File: src/rtl/spi_arb_pkg.sv
// Shared definitions for the SPI master arbiter: FSM encoding and the
// round-robin pointer advance.
package spi_arb_pkg;

  typedef enum logic [1:0] {
    ST_IDLE      = 2'd0,
    ST_ISSUE     = 2'd1,
    ST_WAIT_BUSY = 2'd2,
    ST_WAIT_DONE = 2'd3
  } arb_state_t;

  function automatic int unsigned rr_next(input int unsigned idx, input int unsigned n);
    return (idx + 32'd1 >= n) ? 32'd0 : idx + 32'd1;
  endfunction

endpackage

File: src/rtl/spi_master_arbiter_rr_select.sv
// Combinational round-robin pick: first set request at or above the pointer,
// wrapping modulo NUM_REQ. Returns one-hot, index and a found flag.
module rr_select #(
  parameter int NUM_REQ = 2,
  parameter int PW      = (NUM_REQ > 1) ? $clog2(NUM_REQ) : 1
) (
  input  logic [NUM_REQ-1:0] i_req,
  input  logic [PW-1:0]      i_ptr,
  output logic [NUM_REQ-1:0] o_onehot,
  output logic [PW-1:0]      o_idx,
  output logic               o_found
);

  logic [PW:0]   w_sum;
  logic [PW-1:0] w_k;

  // Scan from the farthest offset down so the closest hit to the pointer wins.
  always_comb begin
    o_onehot = '0;
    o_idx    = '0;
    o_found  = 1'b0;
    w_sum    = '0;
    w_k      = '0;
    for (int off = NUM_REQ - 1; off >= 0; off--) begin
      w_sum = {1'b0, i_ptr} + (PW+1)'(off);
      if (w_sum >= (PW+1)'(NUM_REQ)) w_sum = w_sum - (PW+1)'(NUM_REQ);
      w_k = w_sum[PW-1:0];
      if (i_req[w_k]) begin
        o_onehot      = '0;
        o_onehot[w_k] = 1'b1;
        o_idx         = w_k;
        o_found       = 1'b1;
      end
    end
  end

endmodule

File: src/rtl/spi_master_arbiter.sv
// Round-robin sharing of one SPI master driver among NUM_REQ requesters,
// with optional burst hold and a stalled-driver watchdog.
module spi_master_arbiter
  import spi_arb_pkg::*;
#(
  parameter int NUM_REQ        = 2,
  parameter int NUM_DATA_BITS  = 8,
  parameter int TIMEOUT_CYCLES = 1024
) (
  input  logic                               sys_clk,
  input  logic                               rst_n,
  input  logic [NUM_REQ-1:0]                 req,
  input  logic [NUM_REQ-1:0]                 req_last,
  input  logic [NUM_REQ*NUM_DATA_BITS-1:0]   tx_data,
  output logic [NUM_REQ-1:0]                 tx_ack,
  output logic [NUM_REQ-1:0]                 rx_valid,
  output logic [NUM_DATA_BITS-1:0]           rx_data,
  output logic [NUM_REQ-1:0]                 grant,
  output logic                               timeout_err,
  output logic                               drv_comm_start,
  output logic [NUM_DATA_BITS-1:0]           drv_mosi_data,
  input  logic                               drv_bus_ready,
  input  logic                               drv_miso_new_data,
  input  logic [NUM_DATA_BITS-1:0]           drv_miso_data,
  output logic [1:0]                         dbg_state
);

  localparam int PW   = (NUM_REQ > 1) ? $clog2(NUM_REQ) : 1;
  localparam int WD_W = (TIMEOUT_CYCLES > 0) ? $clog2(TIMEOUT_CYCLES + 1) : 1;
  localparam logic [WD_W-1:0] WD_LAST =
    (TIMEOUT_CYCLES > 1) ? WD_W'(TIMEOUT_CYCLES - 1) : WD_W'(1);

  // Handshake: a requester holds req with its word on tx_data; the word is
  // consumed in the cycle tx_ack pulses, after which the requester presents
  // its next word (and req_last) or drops req.
  arb_state_t                 r_state;
  logic [PW-1:0]              r_ptr;
  logic [PW-1:0]              r_owner;
  logic [NUM_REQ-1:0]         r_grant;
  logic [NUM_REQ-1:0]         r_tx_ack;
  logic [NUM_REQ-1:0]         r_rx_valid;
  logic [NUM_DATA_BITS-1:0]   r_rx_data;
  logic [NUM_DATA_BITS-1:0]   r_mosi;
  logic                       r_comm_start;
  logic                       r_timeout;
  logic                       r_last;
  logic                       r_seen;
  logic [WD_W-1:0]            r_wd;

  logic [NUM_REQ-1:0]         w_sel_onehot;
  logic [PW-1:0]              w_sel_idx;
  logic                       w_sel_found;
  logic [PW-1:0]              w_issue_idx;
  logic [NUM_DATA_BITS-1:0]   w_issue_data;
  logic                       w_issue_last;
  logic                       w_owner_req;
  logic                       w_seen_now;
  logic                       w_wd_expire;
  logic [PW-1:0]              w_next_ptr;

  rr_select #(.NUM_REQ(NUM_REQ), .PW(PW)) u_rr_select (
    .i_req    (req),
    .i_ptr    (r_ptr),
    .o_onehot (w_sel_onehot),
    .o_idx    (w_sel_idx),
    .o_found  (w_sel_found)
  );

  assign w_issue_idx  = (r_state == ST_IDLE) ? w_sel_idx : r_owner;
  assign w_issue_last = req_last[w_issue_idx];
  assign w_owner_req  = req[r_owner];
  assign w_seen_now   = r_seen | drv_miso_new_data;
  assign w_next_ptr   = PW'(rr_next(32'(r_owner), NUM_REQ));
  assign w_wd_expire  = (TIMEOUT_CYCLES > 0) &&
                        ((r_state == ST_WAIT_BUSY) || (r_state == ST_WAIT_DONE)) &&
                        (r_wd >= WD_LAST);

  always_comb begin
    w_issue_data = '0;
    for (int i = 0; i < NUM_REQ; i++) begin
      if (w_issue_idx == PW'(i)) w_issue_data = tx_data[i*NUM_DATA_BITS +: NUM_DATA_BITS];
    end
  end

  always_ff @(posedge sys_clk) begin
    if (!rst_n) begin
      r_state      <= ST_IDLE;
      r_ptr        <= '0;
      r_owner      <= '0;
      r_grant      <= '0;
      r_tx_ack     <= '0;
      r_rx_valid   <= '0;
      r_rx_data    <= '0;
      r_mosi       <= '0;
      r_comm_start <= 1'b0;
      r_timeout    <= 1'b0;
      r_last       <= 1'b0;
      r_seen       <= 1'b0;
      r_wd         <= '0;
    end else begin
      r_comm_start <= 1'b0;
      r_tx_ack     <= '0;
      r_rx_valid   <= '0;
      r_timeout    <= 1'b0;
      if ((r_state == ST_WAIT_BUSY) || (r_state == ST_WAIT_DONE)) r_wd <= r_wd + WD_W'(1);

      if (w_wd_expire) begin
        r_timeout <= 1'b1;
        r_grant   <= '0;
        r_ptr     <= w_next_ptr;
        r_state   <= ST_IDLE;
      end else begin
        case (r_state)
          ST_IDLE: begin
            if (drv_bus_ready && w_sel_found) begin
              r_owner      <= w_sel_idx;
              r_grant      <= w_sel_onehot;
              r_comm_start <= 1'b1;
              r_mosi       <= w_issue_data;
              r_tx_ack     <= w_sel_onehot;
              r_last       <= w_issue_last;
              r_state      <= ST_ISSUE;
            end
          end
          ST_ISSUE: begin
            r_wd    <= WD_W'(1);
            r_seen  <= 1'b0;
            r_state <= ST_WAIT_BUSY;
          end
          ST_WAIT_BUSY: begin
            if (!drv_bus_ready) r_state <= ST_WAIT_DONE;
          end
          ST_WAIT_DONE: begin
            if (drv_miso_new_data) begin
              r_rx_data  <= drv_miso_data;
              r_rx_valid <= r_grant;
              r_seen     <= 1'b1;
            end
            // Data capture above and the ready transition may share a cycle.
            if (drv_bus_ready && w_seen_now) begin
              if (!r_last && w_owner_req) begin
                r_comm_start <= 1'b1;
                r_mosi       <= w_issue_data;
                r_tx_ack     <= r_grant;
                r_last       <= w_issue_last;
                r_state      <= ST_ISSUE;
              end else begin
                r_grant <= '0;
                r_ptr   <= w_next_ptr;
                r_state <= ST_IDLE;
              end
            end
          end
          default: r_state <= ST_IDLE;
        endcase
      end
    end
  end

  assign tx_ack         = r_tx_ack;
  assign rx_valid       = r_rx_valid;
  assign rx_data        = r_rx_data;
  assign grant          = r_grant;
  assign timeout_err    = r_timeout;
  assign drv_comm_start = r_comm_start;
  assign drv_mosi_data  = r_mosi;
  assign dbg_state      = r_state;

endmodule

File: config.mk
export PLATFORM = sky130hd
export DESIGN_NAME = spi_master_arbiter
export DESIGN_NICKNAME = d
export VERILOG_FILES = /design/src/rtl/spi_arb_pkg.sv /design/src/rtl/spi_master_arbiter_rr_select.sv /design/src/rtl/spi_master_arbiter.sv
export SDC_FILE = /design/constraint.sdc
export NUM_CORES = 1
export LEC_CHECK = 0
export ABC_AREA = 0
export CAP_MARGIN = 10
export CORE_UTILIZATION = 50
export CTS_CLUSTER_SIZE = 24
export DETAILED_ROUTE_END_ITERATION = 10
export GPL_ROUTABILITY_DRIVEN = 0
export GPL_TIMING_DRIVEN = 0
export PLACE_DENSITY_LB_ADDON = 0.1
export SYNTH_ARGS = -nofsm -noshare
export SYNTH_HDL_FRONTEND = slang
export SYNTH_SLANG_ARGS = --single-unit
export TNS_END_PERCENT = 20
File: constraint.sdc
create_clock -name sys_clk -period 4.4 [get_ports sys_clk]
set_clock_uncertainty 0.15 [all_clocks]
set_input_delay 1.32 -clock sys_clk [delete_from_list [all_inputs] [get_ports sys_clk]]
set_output_delay 1.32 -clock sys_clk [all_outputs]
set_load 0.01 [all_outputs]
==> run metrics, run 1 <==
status=completed; Yosys top cell area share=37.9%; insertion delay to the later sink of the worst-skew pair=0.30 ns; highest-delay cell along the critical path=clkdlybuf4s50_1; GRT Resource Usage Total=22.1%; Placed Area=0.00279 mm2; async set-reset flop share out of synthesis=0%; Sum Neg Setup Slack=0 ns; post-synthesis cell type count=48; CTS H-tree lvls=2; post-synthesis instance area=0.00217 mm2; Clk network pwr share=23.2%; register share of total power=35.1%; area leader, netlist=dfxtp_1; row cnt=23; Top delay family on crit path=buffers and inverters; worst setup path class=primary input to flip-flop; vias in the first global route=1659; # Max-Cap Violations=0; PD cells=474 mW/mm2; grt ovf=0; Critical Path AT=2.93 ns; crit path time final=2.90 ns; Core Area=0.00409 mm2; clock buffer depth=2; Comb pwr share=41.7%; Final #Nets=339; CTS Buf Count=5; P_sw=468 uW; Post-synth EDFFs=0; Final Max Tran Viols=0; Area Growth Syn to Fin=34.3%; sequential-to-total area share from yosys stat=37.9%; hold_buf cts=0; post-route design area=0.00291 mm2; yosys warns=0; WL per Instance=13.7 um; Worst Tran Pin Value=0.541 ns; f_max=345 MHz; # IOs=58; post-synth net total=276; CTS tree=done; first-pass GRT wire length=7620 um; synthesized instance count=238; internal cell power=910 uW; fillers=353; Initial Util=53.0%; ANT nets after route=0; DR iter-0 viols=94; required time worst endpoint=4.44 ns; antenna violations before repair=0; via density per instance=5.30; pin count of the biggest net entering global routing=14; total setup buffers inserted after CTS=0; Post-Syn Area per Cell=9.10 um2; slowest stage delay, CP=0.63 ns; drt total wl=4820 um; switch share=34.0%; top cells by area, synth=dfxtp_1 38%, nand2_1 6.4%, o211ai_1 6.2%, nor3b_2 5.8%, mux2i_1 5.5%; FF/Latch Area=821 um2; WP buf/inv=2; Vias=1865; Crit Path Max Fanout=10; final hold vios=0; fraction of layout cells with a size suffix above 1=11.3%; Die ar.=0.00460 mm2; clk sinks=41; crit path cell chain=clkdlybuf4s50_1, nand2_1, o21a_1, buf_2, o211ai_1, mux2i_1; # DRC=0; commonest cells in the netlist=41 x dfxtp_1, 37 x nand2_1, 18 x o211ai_1; endpoints failing setup=0; Slew HR=63.7%; CP endpoint kind=flip-flop; die extent in x=67.8 um; Max VDD drop=0.427 mV; count leader, synth=dfxtp_1; Pre-antenna DRT Iters=4; area of the multi-input gates=0.00121 mm2; FF+latch count, synth=41; Period Utilization, post-route=65.8%; clock slew at reported path FFs=0.08 ns; Leak Pwr=1.08 nW; port buffer count=56; hold crit path type=flip-flop to flip-flop; Antenna Cells=0; RSZ-0062 raised after global routing=false; cts repair resizes=0; Die Span Y=67.8 um; HPWL after DPL=3500 um; Clk Tree Root Cell=clkbuf_8; Startpoint Class=primary input; top_reg_cell synth=dfxtp_1
area by class of cell:
class | count | area share, %
multi-input cells | 169 | 41.7
flip-flops and latches | 41 | 28.2
repair buffers | 56 | 19.3
clock buffers | 6 | 2.84
plain buffers | 14 | 2.71
well taps | 50 | 2.15
inverters | 14 | 1.81
clock inverters | 2 | 1.29
power groups by stage:
stage | sequential (mW) | combinational (mW) | clock (mW)
global placement | 0.490 | 0.567 | 0
detailed placement | 0.493 | 0.576 | 0
finish | 0.484 | 0.575 | 0.319
floorplan | 0.511 | 0.345 | 0
global route | 0.493 | 0.622 | 0.343
CTS | 0.484 | 0.580 | 0.329
cell usage in the layout, fill, tap and decap left out, types with 2 or more instances in the layout:
cell type        instances
a21boi_0                 2
clkbuf_8                 6
nor3_1                   4
xnor2_1                  8
and2_1                   2
clkdlybuf4s50_1         56
clkbuf_1                 5
nand3_1                  5
nand2b_1                 4
a21oi_1                  2
buf_6                    2
and4_1                   2
a211oi_1                 4
nand2_1                 37
o21a_1                   3
a21boi_1                 8
xor2_1                   2
inv_1                   14
nor2_1                  11
dfxtp_1                 41
buf_2                    5
ha_1                     6
o41ai_1                  2
o21ai_1                  5
mux2i_1                 12
o211ai_1                18
and3_1                   2
nor3b_2                 10
cell families after synthesis:
family	Yosys count	share of synthesized area, %
DFF	41	37.9
buffers and inverters	28	6.07
AOI/OAI and AO/OA	57	20.6
and+or+nand+nor	83	21.7
xor gates and xnor gates	10	4.04
adders and majority gates	6	3.47
muxes	13	6.18
through the flow:
stage          hold WS [ns]  total power [mW]  std cells  util (%)  worst slack [ns]
2_1_floorplan         0.297             0.857        238         -              2.00
3_3_place_gp          0.289              1.06        344      68.2              1.22
3_5_place_dp          0.294              1.07        344      68.2              1.20
4_1_cts               0.306              1.39        352      71.2              1.52
5_1_grt               0.328              1.46        352      71.2              1.41
6_report              0.302              1.38        352      71.2              1.50
routing by layer:
metal	global-route usage, %	share of wire (%)	wire length, um
met1	29.7	48	2330
met2	35.1	45	2180
met3	5.33	5.4	259
met4	6.25	1.0	49
met5	0	0	0
tightest hold or removal path: stages, from the launching register on:
cell and delay [ns]:
dfxtp_1 0.31, nand2_1 0.05, a21boi_1 0.05
state kept, by name, summed over array words and instances, names as in the netlist:
register        flops
r_ptr               1
grant               2
drv_mosi_data       8
drv_comm_start      1
r_owner             1
r_seen              1
timeout_err         1
tx_ack              2
r_wd               11
r_last              1
rx_data             8
dbg_state           2
rx_valid            2
final timing paths:
check                                  end  slack (ns)    startpoint  depth (start not counted)
worst max-delay path                r_last        1.50        req[1]                          6
worst min-delay path            rx_data[0]        0.30    rx_data[0]                          2
worst max register to register      r_last        2.35  dbg_state[0]                          8
worst min register to register  rx_data[0]        0.30    rx_data[0]                          2
Note: power is estimated with default switching activity, not from simulation.
==> run 2, diff against run 1 <==
--- a/config.mk
+++ b/config.mk
@@ -7,7 +7,7 @@
 export LEC_CHECK = 0
 export ABC_AREA = 0
 export CAP_MARGIN = 10
-export CORE_UTILIZATION = 50
+export CORE_UTILIZATION = 48
 export CTS_CLUSTER_SIZE = 24
 export DETAILED_ROUTE_END_ITERATION = 10
 export GPL_ROUTABILITY_DRIVEN = 0
==> constraint.sdc (replaced) <==
create_clock -name sys_clk -period 3 [get_ports sys_clk]
set_clock_uncertainty 0.15 [all_clocks]
set_input_delay 0.9 -clock sys_clk [delete_from_list [all_inputs] [get_ports sys_clk]]
set_output_delay 0.9 -clock sys_clk [all_outputs]
set_load 0.01 [all_outputs]
==> run metrics, run 2 (synthesis gave the netlist of run 1 again) <==
# IOs=58; vias in the first global route=1791; WL per Instance=13.8 um; CTS H-tree lvls=2; commonest non-fill, non-tap cells in the layout=56 x clkdlybuf4s50_1, 41 x dfxtp_1, 37 x nand2_1; Sum Neg Setup Slack=0 ns; RR Startpoint=dbg_state[0]; utilization after layout=67.2%; Top delay family on crit path=buffers and inverters; Pre-antenna DRT Iters=6; CTS tree=done; Comb pwr share=40.6%; Reg with most FFs=r_wd; Clk Tree Root Cell=clkbuf_8; required time worst endpoint=3.03 ns; endpoints failing setup=0; internal cell power=1.39 mW; Antenna Cells=0; fraction of layout cells with a size suffix above 1=11.3%; crit path cell chain=clkdlybuf4s50_1, nand2_1, o21a_1, buf_2, o211ai_1, mux2i_1; cts repair resizes=0; Reg2Reg Depth=8; Final WS setup=0.497 ns; slowest stage delay, CP=0.62 ns; Period Utilization, post-route=83.4%; Worst path depth=6; Core Area=0.00435 mm2; Vias=1899; Leak Pwr=1.09 nW; Startpoint Class=primary input; WP buf/inv=2; Setup WS pre-CTS=0.213 ns; CTS Buf Count=5; final cell count without fillers=354; max FFs per register=11; fillers=401; commonest non-fill, non-tap cell in the layout=clkdlybuf4s50_1; met2 WL post-DR=2250 um; Top Layer Used=met4; first-pass GRT wire length=8180 um; Hold Path Depth=2; drt total wl=4880 um; Critical Path AT=2.53 ns; Worst Tran Pin Value=0.542 ns; Clk network pwr share=25.3%; Die ar.=0.00478 mm2; hold_sp=rx_data[6]; metal3 WL=226 um; crit path time final=2.50 ns; register share of total power=34.1%; pin count of the biggest net entering global routing=14; cell count after placement=346; reg-to-reg endpoint=drv_mosi_data[5]; Worst Hold Endpoint=rx_data[6]; GRT Resource Usage Total=20.8%; PD cells=711 mW/mm2; die extent in x=69.2 um; RSZ-0062 raised after global routing=false; Crit Path Max Fanout=10; port buffer count=56; hold_buf cts=0; CP endpoint kind=flip-flop; Initial Util=49.7%; Die Span Y=69.2 um; ANT nets after route=0; hold crit path type=flip-flop to flip-flop; # Max-Cap Violations=0; grt ovf=0; antenna violations before repair=0; Final #Nets=339; Area Growth Syn to Fin=35.1%; status=completed; clock slew at reported path FFs=0.08 ns; Final Max Tran Viols=0; via density per instance=5.36; Total Power=2.08 mW; HPWL after DPL=3490 um; f_max=400 MHz; clk sinks=41; final hold vios=0; DRT met1 WL=2360 um; Max VDD drop=0.460 mV; row cnt=24; insertion delay to the later sink of the worst-skew pair=0.29 ns; switch share=33.0%; clock buffer depth=2; Slew HR=63.6%; P_sw=686 uW; # DRC=0; DR iter-0 viols=86; reg2reg setup slack=0.91 ns; worst setup path class=primary input to flip-flop; total setup buffers inserted after CTS=0; highest-delay cell along the critical path=clkdlybuf4s50_1
run 2: routing by layer:
layer / vias to the layer above / global-route usage (%)
li1: 967 / -
met1: 879 / 28.4
met2: 48 / 33.7
met3: 5 / 3.92
met4: 0 / 5.44
met5: - / 0
run 2: stage by stage:
stage	area [um2]	hold WS, ns
2_1_floorplan	2170	0.297
3_5_place_dp	2790	0.295
5_1_grt	2930	0.329
3_3_place_gp	2790	0.290
4_1_cts	2930	0.306
6_report	2930	0.303
run 2: power groups by stage:
stage | clock, mW | combinational (mW) | sequential (mW)
2_1_floorplan | 0 | 0.507 | 0.750
3_3_place_gp | 0 | 0.832 | 0.718
3_5_place_dp | 0 | 0.844 | 0.722
4_1_cts | 0.537 | 0.849 | 0.710
5_1_grt | 0.560 | 0.914 | 0.726
6_report | 0.526 | 0.845 | 0.709
run 2: how the worst max path moves through the flow:
stage	start	to
final	req[1]	drv_mosi_data[5]
after global routing	req[1]	r_last
after CTS	req[1]	drv_mosi_data[5]
after detailed placement	req[1]	drv_mosi_data[5]
after global placement	drv_bus_ready	dbg_state[0]
after floorplan	req[0]	drv_mosi_data[0]
run 2: layout make-up:
| type | instances | area, um2 | area share (%) |
|---|---|---|---|
| Buffer | 14 | 78.8 | 2.69 |
| Clock buffer | 5 | 68.8 | 2.35 |
| Clock inverter | 3 | 65.1 | 2.22 |
| Inverter | 14 | 52.6 | 1.80 |
| Multi-Input combinational cell | 169 | 1210 | 41.5 |
| Sequential cell | 41 | 821 | 28.1 |
| Tap cell | 52 | 65.1 | 2.22 |
| Timing Repair Buffer | 56 | 561 | 19.2 |
run 2: worst register-to-register path: cells and delay by family, from the launching register on:
family / cells / cell delay (ns)
AOI/OAI and AO/OA: 2 / 0.45
buffers and inverters: 3 / 0.51
DFF: 1 / 0.34
muxes: 1 / 0.10
and+or+nand+nor: 1 / 0.26
adders and majority gates: 1 / 0.16
==> run 3, diff against run 2 <==
==> constraint.sdc (replaced) <==
create_clock -name sys_clk -period 2.4 [get_ports sys_clk]
set_clock_uncertainty 0.15 [all_clocks]
set_input_delay 0.72 -clock sys_clk [delete_from_list [all_inputs] [get_ports sys_clk]]
set_output_delay 0.72 -clock sys_clk [all_outputs]
set_load 0.01 [all_outputs]
==> run metrics, run 3 (synthesis gave the netlist of run 1 again) <==
status=completed; CP endpoint kind=flip-flop; crit path time final=2.26 ns; clock slew at reported path FFs=0.08 ns; port buffer count=56; Critical Path AT=2.32 ns; insertion delay to the later sink of the worst-skew pair=0.29 ns; Initial Util=49.7%; endpoints failing setup=0; # DRC=0; Antenna Cells=0; commonest non-fill, non-tap cell in the layout=clkdlybuf4s50_1; WL per Instance=13.8 um; total setup buffers inserted after CTS=0; DR iter-0 viols=84; ANT nets after route=0; required time worst endpoint=2.46 ns; Leak Pwr=1.09 nW; drt total wl=4880 um; final hold vios=0; Max VDD drop=0.574 mV; Total Power=2.60 mW; commonest non-fill, non-tap cells in the layout=56 x clkdlybuf4s50_1, 41 x dfxtp_1, 36 x nand2_1; Hold Slack=0.303 ns; # Max-Cap Violations=0; PD cells=888 mW/mm2; Clk Tree Root Cell=clkbuf_8; via density per instance=5.39; first-pass GRT wire length=8180 um; max FFs per register=11; HPWL after DPL=3490 um; antenna violations before repair=0; GRT Resource Usage Total=20.8%; CTS tree=done; Area Growth Syn to Fin=35.3%; Period Utilization, post-route=94.1%; Die ar.=0.00478 mm2; fraction of layout cells with a size suffix above 1=11.6%; Die Span Y=69.2 um; fillers=399; row cnt=24; Slew HR=64.0%; Crit Path Max Fanout=6; Final Max Tran Viols=0; hold_buf cts=0; CTS Buf Count=5; die extent in x=69.2 um; hold crit path type=flip-flop to flip-flop; Reg with most FFs=r_wd; Pre-antenna DRT Iters=4; Worst Tran Pin Value=0.536 ns; pin count of the biggest net entering global routing=14; RSZ-0062 raised after global routing=false; Startpoint Class=primary input; vias in the first global route=1791; worst setup path class=primary input to flip-flop; # IOs=58; Vias=1908; CTS H-tree lvls=2; clk sinks=41; Final #Nets=339; clock buffer depth=2; Core Area=0.00435 mm2; utilization after layout=67.3%; grt ovf=0; f_max=443 MHz
run 3: changes by cell type in the layout (fill, tap and decap cells not counted), sizes merged:
| cell | before | now |
|---|---|---|
| buf | 8 | 7 |
| clkbuf | 11 | 12 |
run 3: stage by stage:
step           cells  instance area [um2]  TNS [ns]  worst slack, ns
6_report         354                 2930         0            0.142
5_1_grt          354                 2930         0           0.0155
4_1_cts          354                 2930         0           0.0972
3_5_place_dp     346                 2790     -2.09           -0.207
3_3_place_gp     346                 2790     -1.81           -0.175
2_1_floorplan    238                 2170         0            0.508
run 3: cell type report:
cell class / count / area [um2] / area share [%]
well taps: 52 / 65.1 / 2.22
inverters: 14 / 52.6 / 1.79
clock inverters: 3 / 65.1 / 2.22
flip-flops and latches: 41 / 821 / 28.0
plain buffers: 14 / 81.3 / 2.78
repair buffers: 56 / 561 / 19.1
multi-input cells: 169 / 1220 / 41.5
clock buffers: 5 / 68.8 / 2.35
run 3: report_power, final:
group / total [mW] / internal [mW] / switching (mW)
logic: 1.06 / 0.530 / 0.529
clock network: 0.658 / 0.413 / 0.245
registers: 0.886 / 0.801 / 0.0850
total: 2.60 / 1.74 / 0.859
run 3: timing repair:
item                       4_1_cts  5_1_grt
hold endpoints to repair         0        0
gates resized for setup          0        2
setup endpoints to repair        0        2
run 3: path summary, 6_finish.rpt:
check | from | endpoint | slack, ns | cells after the start
min reg2reg | rx_data[6] | rx_data[6] | 0.30 | 2
max | drv_bus_ready | dbg_state[0] | 0.14 | 5
max reg2reg | dbg_state[1] | drv_mosi_data[5] | 0.30 | 9
min | rx_data[6] | rx_data[6] | 0.30 | 2
run 3: layer usage:
layer / up-vias / track usage (%) / routed length [um]
met3: 5 / 3.92 / 233
li1: 966 / - / -
met2: 55 / 33.7 / 2230
met4: 0 / 5.44 / 46
met1: 882 / 28.4 / 2370
met5: - / 0 / 0
run 3: worst max-delay path, cell delays in order:
cell and delay (ns):
clkdlybuf4s50_1 0.61, o21ai_1 0.23, a222oi_1 0.38, o21ai_1 0.12, a211oi_1 0.25
